<file path="src/rtl/rv32m_pkg.sv">
// Shared RV32M definitions: funct3 operation codes, the M-extension funct7
// value and the sequencer state encoding.
package rv32m_pkg;

  localparam logic [6:0] FUNCT7_MULDIV = 7'b0000001;

  localparam logic [2:0] F3_MUL    = 3'b000;
  localparam logic [2:0] F3_MULH   = 3'b001;
  localparam logic [2:0] F3_MULHSU = 3'b010;
  localparam logic [2:0] F3_MULHU  = 3'b011;
  localparam logic [2:0] F3_DIV    = 3'b100;
  localparam logic [2:0] F3_DIVU   = 3'b101;
  localparam logic [2:0] F3_REM    = 3'b110;
  localparam logic [2:0] F3_REMU   = 3'b111;

  typedef enum logic [1:0] {
    ST_IDLE = 2'd0,
    ST_CALC = 2'd1,
    ST_DONE = 2'd2
  } muldiv_state_e;

  function automatic logic is_div_op(input logic [2:0] f3);
    return f3[2];
  endfunction

endpackage

</file>
<file path="src/rtl/muldiv_iter.sv">
// Multiply/divide datapath: operand magnitudes and signs, a 64-bit
// accumulator advanced one bit per step, and the final sign correction.
module muldiv_iter
  import rv32m_pkg::*;
(
  input  logic        clk,
  input  logic        rst,
  input  logic        load_i,
  input  logic        step_i,
  input  logic [2:0]  op_i,
  input  logic [31:0] a_i,
  input  logic [31:0] b_i,
  output logic        special_o,
  output logic [31:0] result_o
);

  logic [2:0]  op_q, op_d;
  logic [63:0] acc_q, acc_d;
  logic [31:0] bmag_q, bmag_d;
  logic        negq_q, negq_d;
  logic        negr_q, negr_d;

  logic        signed_a, signed_b, sign_a, sign_b;
  logic [31:0] mag_a, mag_b;
  logic        div_zero, div_ovf;
  logic [32:0] mul_sum;
  logic [63:0] mul_next;
  logic [33:0] div_trial;
  logic [63:0] div_next;
  logic [63:0] prod;
  logic [31:0] quot, rem;

  always_comb begin
    signed_a  = (op_i == F3_MULH) || (op_i == F3_MULHSU) ||
                (op_i == F3_DIV)  || (op_i == F3_REM);
    signed_b  = (op_i == F3_MULH) || (op_i == F3_DIV) || (op_i == F3_REM);
    sign_a    = signed_a & a_i[31];
    sign_b    = signed_b & b_i[31];
    mag_a     = sign_a ? (32'd0 - a_i) : a_i;
    mag_b     = sign_b ? (32'd0 - b_i) : b_i;
    div_zero  = is_div_op(op_i) && (b_i == 32'd0);
    div_ovf   = ((op_i == F3_DIV) || (op_i == F3_REM)) &&
                (a_i == 32'h8000_0000) && (b_i == 32'hFFFF_FFFF);
    special_o = div_zero || div_ovf;
  end

  // Multiply shifts the product right past the multiplier; divide shifts the
  // dividend left into the partial remainder and restores on borrow.
  always_comb begin
    mul_sum   = {1'b0, acc_q[63:32]} + (acc_q[0] ? {1'b0, bmag_q} : 33'd0);
    mul_next  = {mul_sum, acc_q[31:1]};
    div_trial = {1'b0, acc_q[63:31]} - {2'b00, bmag_q};
    div_next  = div_trial[33] ? {acc_q[62:0], 1'b0}
                              : {div_trial[31:0], acc_q[30:0], 1'b1};
  end

  always_comb begin
    op_d   = op_q;
    acc_d  = acc_q;
    bmag_d = bmag_q;
    negq_d = negq_q;
    negr_d = negr_q;
    if (load_i) begin
      op_d   = op_i;
      bmag_d = mag_b;
      if (special_o) begin
        // Preload quotient/remainder halves so the normal correction yields the result.
        negq_d = 1'b0;
        negr_d = 1'b0;
        acc_d  = div_zero ? {a_i, 32'hFFFF_FFFF} : {32'd0, 32'h8000_0000};
      end else begin
        negq_d = sign_a ^ sign_b;
        negr_d = sign_a;
        acc_d  = {32'd0, mag_a};
      end
    end else if (step_i) begin
      acc_d = is_div_op(op_q) ? div_next : mul_next;
    end
  end

  // Correction works on the next-state value so the last step's result can be
  // registered on the same edge that enters DONE.
  always_comb begin
    prod = negq_d ? (64'd0 - acc_d) : acc_d;
    quot = negq_d ? (32'd0 - acc_d[31:0]) : acc_d[31:0];
    rem  = negr_d ? (32'd0 - acc_d[63:32]) : acc_d[63:32];
    case (op_d)
      F3_MUL:                       result_o = prod[31:0];
      F3_MULH, F3_MULHSU, F3_MULHU: result_o = prod[63:32];
      F3_DIV, F3_DIVU:              result_o = quot;
      default:                      result_o = rem;
    endcase
  end

  always_ff @(posedge clk) begin
    if (rst) begin
      op_q   <= 3'd0;
      acc_q  <= 64'd0;
      bmag_q <= 32'd0;
      negq_q <= 1'b0;
      negr_q <= 1'b0;
    end else begin
      op_q   <= op_d;
      acc_q  <= acc_d;
      bmag_q <= bmag_d;
      negq_q <= negq_d;
      negr_q <= negr_d;
    end
  end

endmodule

</file>
<file path="src/rtl/ex_muldiv_ctrl.sv">
// EX-stage RV32M sequencer: accepts one M operation, stalls the pipeline for
// the 32 iterations, then presents a registered result for one cycle.
module ex_muldiv_ctrl
  import rv32m_pkg::*;
(
  input  logic        clk,
  input  logic        rst,
  input  logic        start,
  input  logic [2:0]  funct3,
  input  logic [31:0] rs1_data,
  input  logic [31:0] rs2_data,
  input  logic        flush,
  output logic        stall,
  output logic        busy,
  output logic        result_valid,
  output logic [31:0] result
);

  muldiv_state_e state_q, state_d;
  logic [4:0]    count_q, count_d;
  logic [31:0]   result_q;
  logic          load, step, special;
  logic [31:0]   dp_result;

  muldiv_iter u_iter (
    .clk       (clk),
    .rst       (rst),
    .load_i    (load),
    .step_i    (step),
    .op_i      (funct3),
    .a_i       (rs1_data),
    .b_i       (rs2_data),
    .special_o (special),
    .result_o  (dp_result)
  );

  // start is deliberately ignored in DONE: the stalled instruction still holds it.
  always_comb begin
    state_d      = state_q;
    count_d      = count_q;
    load         = 1'b0;
    step         = 1'b0;
    stall        = 1'b0;
    result_valid = 1'b0;
    case (state_q)
      ST_IDLE: begin
        if (start && !flush) begin
          load    = 1'b1;
          stall   = 1'b1;
          count_d = 5'd0;
          state_d = special ? ST_DONE : ST_CALC;
        end
      end
      ST_CALC: begin
        stall   = 1'b1;
        step    = !flush;
        count_d = count_q + 5'd1;
        if (count_q == 5'd31) begin
          count_d = 5'd0;
          state_d = ST_DONE;
        end
      end
      ST_DONE: begin
        result_valid = !flush;
        state_d      = ST_IDLE;
      end
      default: state_d = ST_IDLE;
    endcase
    if (flush) begin
      state_d = ST_IDLE;
      count_d = 5'd0;
    end
  end

  always_ff @(posedge clk) begin
    if (rst) begin
      state_q  <= ST_IDLE;
      count_q  <= 5'd0;
      result_q <= 32'd0;
    end else begin
      state_q <= state_d;
      count_q <= count_d;
      if (state_d == ST_DONE && state_q != ST_DONE) begin
        result_q <= dp_result;
      end
    end
  end

  assign busy   = (state_q != ST_IDLE);
  assign result = result_q;

endmodule

</file>
<file path="config.mk">
export PLATFORM = sky130hd
export DESIGN_NAME = ex_muldiv_ctrl
export DESIGN_NICKNAME = d
export VERILOG_FILES = /design/src/rtl/rv32m_pkg.sv /design/src/rtl/muldiv_iter.sv /design/src/rtl/ex_muldiv_ctrl.sv
export SDC_FILE = /design/constraint.sdc
export NUM_CORES = 1
export LEC_CHECK = 0
export ABC_AREA = 1
export BUFFER_PORTS_ARGS = -buffer_cell sky130_fd_sc_hd__buf_2
export CAP_MARGIN = 30
export CORE_ASPECT_RATIO = 1.5
export CORE_MARGIN = 10
export CORE_UTILIZATION = 50
export CTS_CLUSTER_SIZE = 10
export DETAILED_ROUTE_END_ITERATION = 6
export MAX_ROUTING_LAYER = met4
export PLACE_DENSITY = 0.78
export SKIP_LAST_GASP = 1
export SYNTH_ARGS = -nofsm -noshare
export SYNTH_HDL_FRONTEND = slang
export SYNTH_SLANG_ARGS = --single-unit
export TNS_END_PERCENT = 5
</file>
<file path="constraint.sdc">
create_clock -name clk -period 4.9 [get_ports clk]
set_input_delay 0.245 -clock clk [delete_from_list [all_inputs] [get_ports clk]]
set_output_delay 0.245 -clock clk [all_outputs]
set_load 0.005 [all_outputs]
</file>
==> flow_results.org <==
** Critical path
- Crit path required time :: 5.31 ns
- Kind of launch point of the worst setup path :: register
- Critical path capture point type :: register
- Highest fanout seen on the critical path :: 26
- At the worst endpoint, the arrival time is 5.02 ns.
- Setup Crit Path Kind :: reg -> reg

** Die
- Initial Util :: 0.5074
- Top-level port count :: 106
- Die footprint :: 43840 µm²
- The core region is 35210 µm².
- Die width :: 174.3 µm
- Die height :: 251.5 µm
- The initialized floorplan defines 84 standard-cell rows.

** STA
- Worst clock skew on the final layout :: 0.01229 ns
- Setup violations remaining at the end of the flow were counted as 0.
- Unrepaired setup endpoints after global routing :: yes
- Hold timing on the final database bottoms out at a slack of 0.08377 ns.
- Final hold violations :: 0
- Subtracting the final worst setup slack from the clock period gives 4.605 ns.
- In this run the tightest slew margin relative to its limit is 0.2466.
- For the pin with the worst max-slew slack, the measured transition is 1.122 ns.
- Final Slew Violations :: 0
- Setup TNS :: 0 ns
- Timing-limited maximum frequency :: 217.2 MHz
- Period utilization :: 0.9397

** GRT
- Entering global routing, the biggest net connects 74 pins.
- The total overflow left after global routing is 0.
- For this run, the total global-route usage over all layers was measured as 0.3993.
- The initial antenna violation count was 0.
- First-pass GRT wire length :: 129500 µm
- The via count of the first global-routing pass came to 21590.

** Power
- The analysis attributes to cell leakage a power of 10.89 nW.
- Internal power comes to 2.294 mW.
- Of the total power, registers draw 0.300.
- Of the total power, the share spent switching nets is 0.4369.
- The analysis attributes to net switching a power of 1.780 mW.
- Of the total power, the clock network draws 0.337.
- Pwr per Cell Area :: 207.8 nW/µm²
- Peak supply drop :: 0.0002497 V
- Of the total power, combinational logic draws 0.363.

** Synthesis
- Of the synthesized area, sequential elements account for 0.1569.
- The synthesized design contains 0 enable-type register cells.
- Synth cell types :: 62
- Counting flops and latches in the post-synthesis netlist gives 140.
- Share of async-settable or async-resettable flops after synthesis :: 0
- The number of nets handed over by synthesis was 3474.
- Synthesis produced 3330 cells.
- In this run the cell area of the synthesized design comes to 17860 µm².
- Most used DFF post-synth :: sky130_fd_sc_hd__dfxtp_1
- Post-Synthesis Mean Instance Area :: 5.364 µm²
- Warnings from Yosys :: 0

** Layout
- Post-layout nets :: 3559
- Most used cells in the layout excluding fill and tap cells :: sky130_fd_sc_hd__nand2_1, sky130_fd_sc_hd__inv_1, sky130_fd_sc_hd__nor2_1
- Layout overhead on the synthesized area :: 9.757%
- Fraction of layout cells with a size suffix above 1 :: 0.1085
- The filler cells instantiated in the layout total 3875.
- Leaving out fill and tap cells, the most frequent cell in the layout is sky130_fd_sc_hd__nand2_1.
- The number of antenna diodes in the final layout is 0.

** Place
- Routability-driven placement finished with a final weighted congestion of 1.092.
- Total of buffers placed on input and output ports :: 105
- Detailed placement finished with a half-perimeter wire length of 70020 µm.

** Clocking
- Sinks on the clock net :: 140
- Longest Clk Path Bufs :: 2
- Clock-pin slew was measured on the worst setup and hold paths at 0.08 ns.
- Buffer type at the clock tree root :: sky130_fd_sc_hd__clkbuf_16
- For this design, the CTS-stage hold fixing added 0 buffers.
- Clock insertion delay at the later pin of the skew report :: 0.47 ns
- Number of buffers inserted during clock tree synthesis :: 17
- H-tree level count :: 4
- TritonCTS clock tree :: built

** Drt
- Remaining antenna violation count after routing :: 0
- After detailed routing, the number of remaining DRC violations is 7.
- The final layout contains routed wiring with a total length of 86950 µm.
- Initial drt markers :: 2327
- In the routed layout, each cell is associated on average with a via count of 5.712.
- After detailed routing, the average wire length per cell comes to 22.29 µm.
- Routed vias :: 22280
- The first detailed-routing pass took 7 iterations.

** Min path
- In this run the worst hold path is classified as in -> reg.

** Job
- Across the run, the number of max-cap violations was 0.

** Outcome
- The flow ran to the end, but the final reports show violations.
- Violated checks :: design-rule violations
worst max-delay path, stage by stage, from the launching register on:
cell,delay (ns)
sky130_fd_sc_hd__dfxtp_1,0.63
sky130_fd_sc_hd__ha_1,0.43
sky130_fd_sc_hd__nand2_1,0.12
sky130_fd_sc_hd__inv_1,0.06
sky130_fd_sc_hd__nand2_1,0.11
sky130_fd_sc_hd__nand3_1,0.13
sky130_fd_sc_hd__inv_2,0.11
sky130_fd_sc_hd__nand2_4,0.06
sky130_fd_sc_hd__nand2_4,0.17
sky130_fd_sc_hd__nand2_8,0.18
sky130_fd_sc_hd__nand2_2,0.16
sky130_fd_sc_hd__nand2_1,0.07
sky130_fd_sc_hd__o21ai_1,0.08
sky130_fd_sc_hd__nand2_1,0.06
sky130_fd_sc_hd__nand2_1,0.22
sky130_fd_sc_hd__ha_1,0.23
sky130_fd_sc_hd__nand2_1,0.07
sky130_fd_sc_hd__nor2_2,0.25
sky130_fd_sc_hd__nand4_1,0.19
sky130_fd_sc_hd__nor2_2,0.18
sky130_fd_sc_hd__nand4_1,0.17
sky130_fd_sc_hd__nand2_1,0.14
sky130_fd_sc_hd__o21ai_0,0.08
sky130_fd_sc_hd__o21ai_0,0.37
sky130_fd_sc_hd__inv_1,0.08
sky130_fd_sc_hd__nand2_1,0.06
sky130_fd_sc_hd__nor2_1,0.04
sky130_fd_sc_hd__nor2_1,0.07
power by group through the flow:
| stage | clock, mW | sequential [mW] | combinational (mW) |
|---|---|---|---|
| final | 1.37 | 1.22 | 1.48 |
| after global routing | 1.42 | 1.22 | 1.60 |
| after CTS | 1.37 | 1.22 | 1.43 |
| after detailed placement | 0 | 1.25 | 1.42 |
| after global placement | 0 | 1.25 | 1.43 |
| after floorplan | 0 | 1.23 | 0.960 |
cell usage after synthesis (6+ instances only):
cell type / n / share of area
sky130_fd_sc_hd__ha_1: 71 / 0.050
sky130_fd_sc_hd__o21ai_0: 138 / 0.039
sky130_fd_sc_hd__nor2_2: 25 / 0.0088
sky130_fd_sc_hd__nor2_1: 436 / 0.092
sky130_fd_sc_hd__or2_2: 6 / 0.0021
sky130_fd_sc_hd__inv_1: 472 / 0.099
sky130_fd_sc_hd__o311ai_0: 6 / 0.0029
sky130_fd_sc_hd__buf_6: 10 / 0.0063
sky130_fd_sc_hd__buf_2: 30 / 0.0084
sky130_fd_sc_hd__o211ai_1: 56 / 0.024
sky130_fd_sc_hd__buf_1: 13 / 0.0027
sky130_fd_sc_hd__dfxtp_1: 140 / 0.16
sky130_fd_sc_hd__nand4_1: 37 / 0.013
sky130_fd_sc_hd__nand3_2: 10 / 0.0056
sky130_fd_sc_hd__a31oi_1: 11 / 0.0039
sky130_fd_sc_hd__xnor2_1: 24 / 0.012
sky130_fd_sc_hd__nand2_4: 6 / 0.0038
sky130_fd_sc_hd__inv_2: 32 / 0.0067
sky130_fd_sc_hd__nand2_1: 1099 / 0.23
sky130_fd_sc_hd__clkbuf_1: 48 / 0.010
sky130_fd_sc_hd__nand3_1: 290 / 0.081
sky130_fd_sc_hd__xor2_1: 42 / 0.021
sky130_fd_sc_hd__o21ai_1: 36 / 0.010
sky130_fd_sc_hd__o21ai_2: 10 / 0.0049
sky130_fd_sc_hd__o21bai_1: 7 / 0.0029
sky130_fd_sc_hd__a21oi_1: 111 / 0.031
sky130_fd_sc_hd__nor3_1: 23 / 0.0064
sky130_fd_sc_hd__nand2_2: 39 / 0.014
sky130_fd_sc_hd__nand3b_1: 22 / 0.0092
sky130_fd_sc_hd__nor2_4: 14 / 0.0088
per-layer routing:
metal	share of wire	vias to the layer above	global-route usage
li1	-	10680	-
met1	0.34	9999	0.3893
met2	0.47	1180	0.6677
met3	0.072	423	0.06025
met4	0.12	0	0.3855
met5	0	-	-
timing repair:
item                                   4_1_cts  5_1_grt
gates resized for setup                      0        2
buffers inserted                             0        0
endpoints found under the hold margin        0        0
setup endpoints to repair                    0        6
state kept, by name, summed over array words and instances (netlist names):
register       count
u_iter.negr_q      1
result            32
u_iter.op_q        3
u_iter.negq_q      1
count_q            5
u_iter.acc_q      64
state_q            2
u_iter.bmag_q     32
final timing paths:
| check | to | from | cells after the start | slack, ns |
|---|---|---|---|---|
| setup / recovery | result[30] | u_iter.acc_q[47] | 27 | 0.30 |
| hold / removal | u_iter.bmag_q[14] | rs2_data[14] | 3 | 0.08 |
| setup reg to reg | result[30] | u_iter.acc_q[47] | 27 | 0.30 |
| hold reg to reg | count_q[4] | count_q[4] | 2 | 0.48 |
layout make-up:
| cell class | count | area, µm² | share of cell area |
|---|---|---|---|
| Multi-Input combinational cell | 2576 | 12640 | 0.6448 |
| Sequential cell | 140 | 2805 | 0.1431 |
| Inverter | 508 | 1909 | 0.09738 |
| Timing Repair Buffer | 172 | 1044 | 0.05322 |
| Tap cell | 473 | 591.8 | 0.03019 |
| Clock buffer | 17 | 425.4 | 0.02170 |
| Clock inverter | 15 | 188.9 | 0.009636 |
through the flow:
step | setup WS (ns) | util | power [mW] | cell area [µm²] | std cells
floorplan | 1.487 | - | 2.188 | 17860 | 3330
global placement | 0.3710 | 0.5392 | 2.678 | 18990 | 3869
detailed placement | 0.3552 | 0.5392 | 2.670 | 18990 | 3869
CTS | 0.3336 | 0.5567 | 4.019 | 19600 | 3901
global route | -0.04114 | 0.5569 | 4.245 | 19610 | 3901
finish | 0.2954 | 0.5569 | 4.074 | 19610 | 3901
logic make-up after synthesis:
| kind of cell | share of synthesized area |
|---|---|
| simple gates | 0.4852 |
| buf+inv | 0.1365 |
| compound gates | 0.1365 |
| flops | 0.1569 |
| fa+ha+maj | 0.05197 |
| xor+xnor | 0.03236 |
| mux | 0.0005604 |
Power figures use the tool's default switching activity.
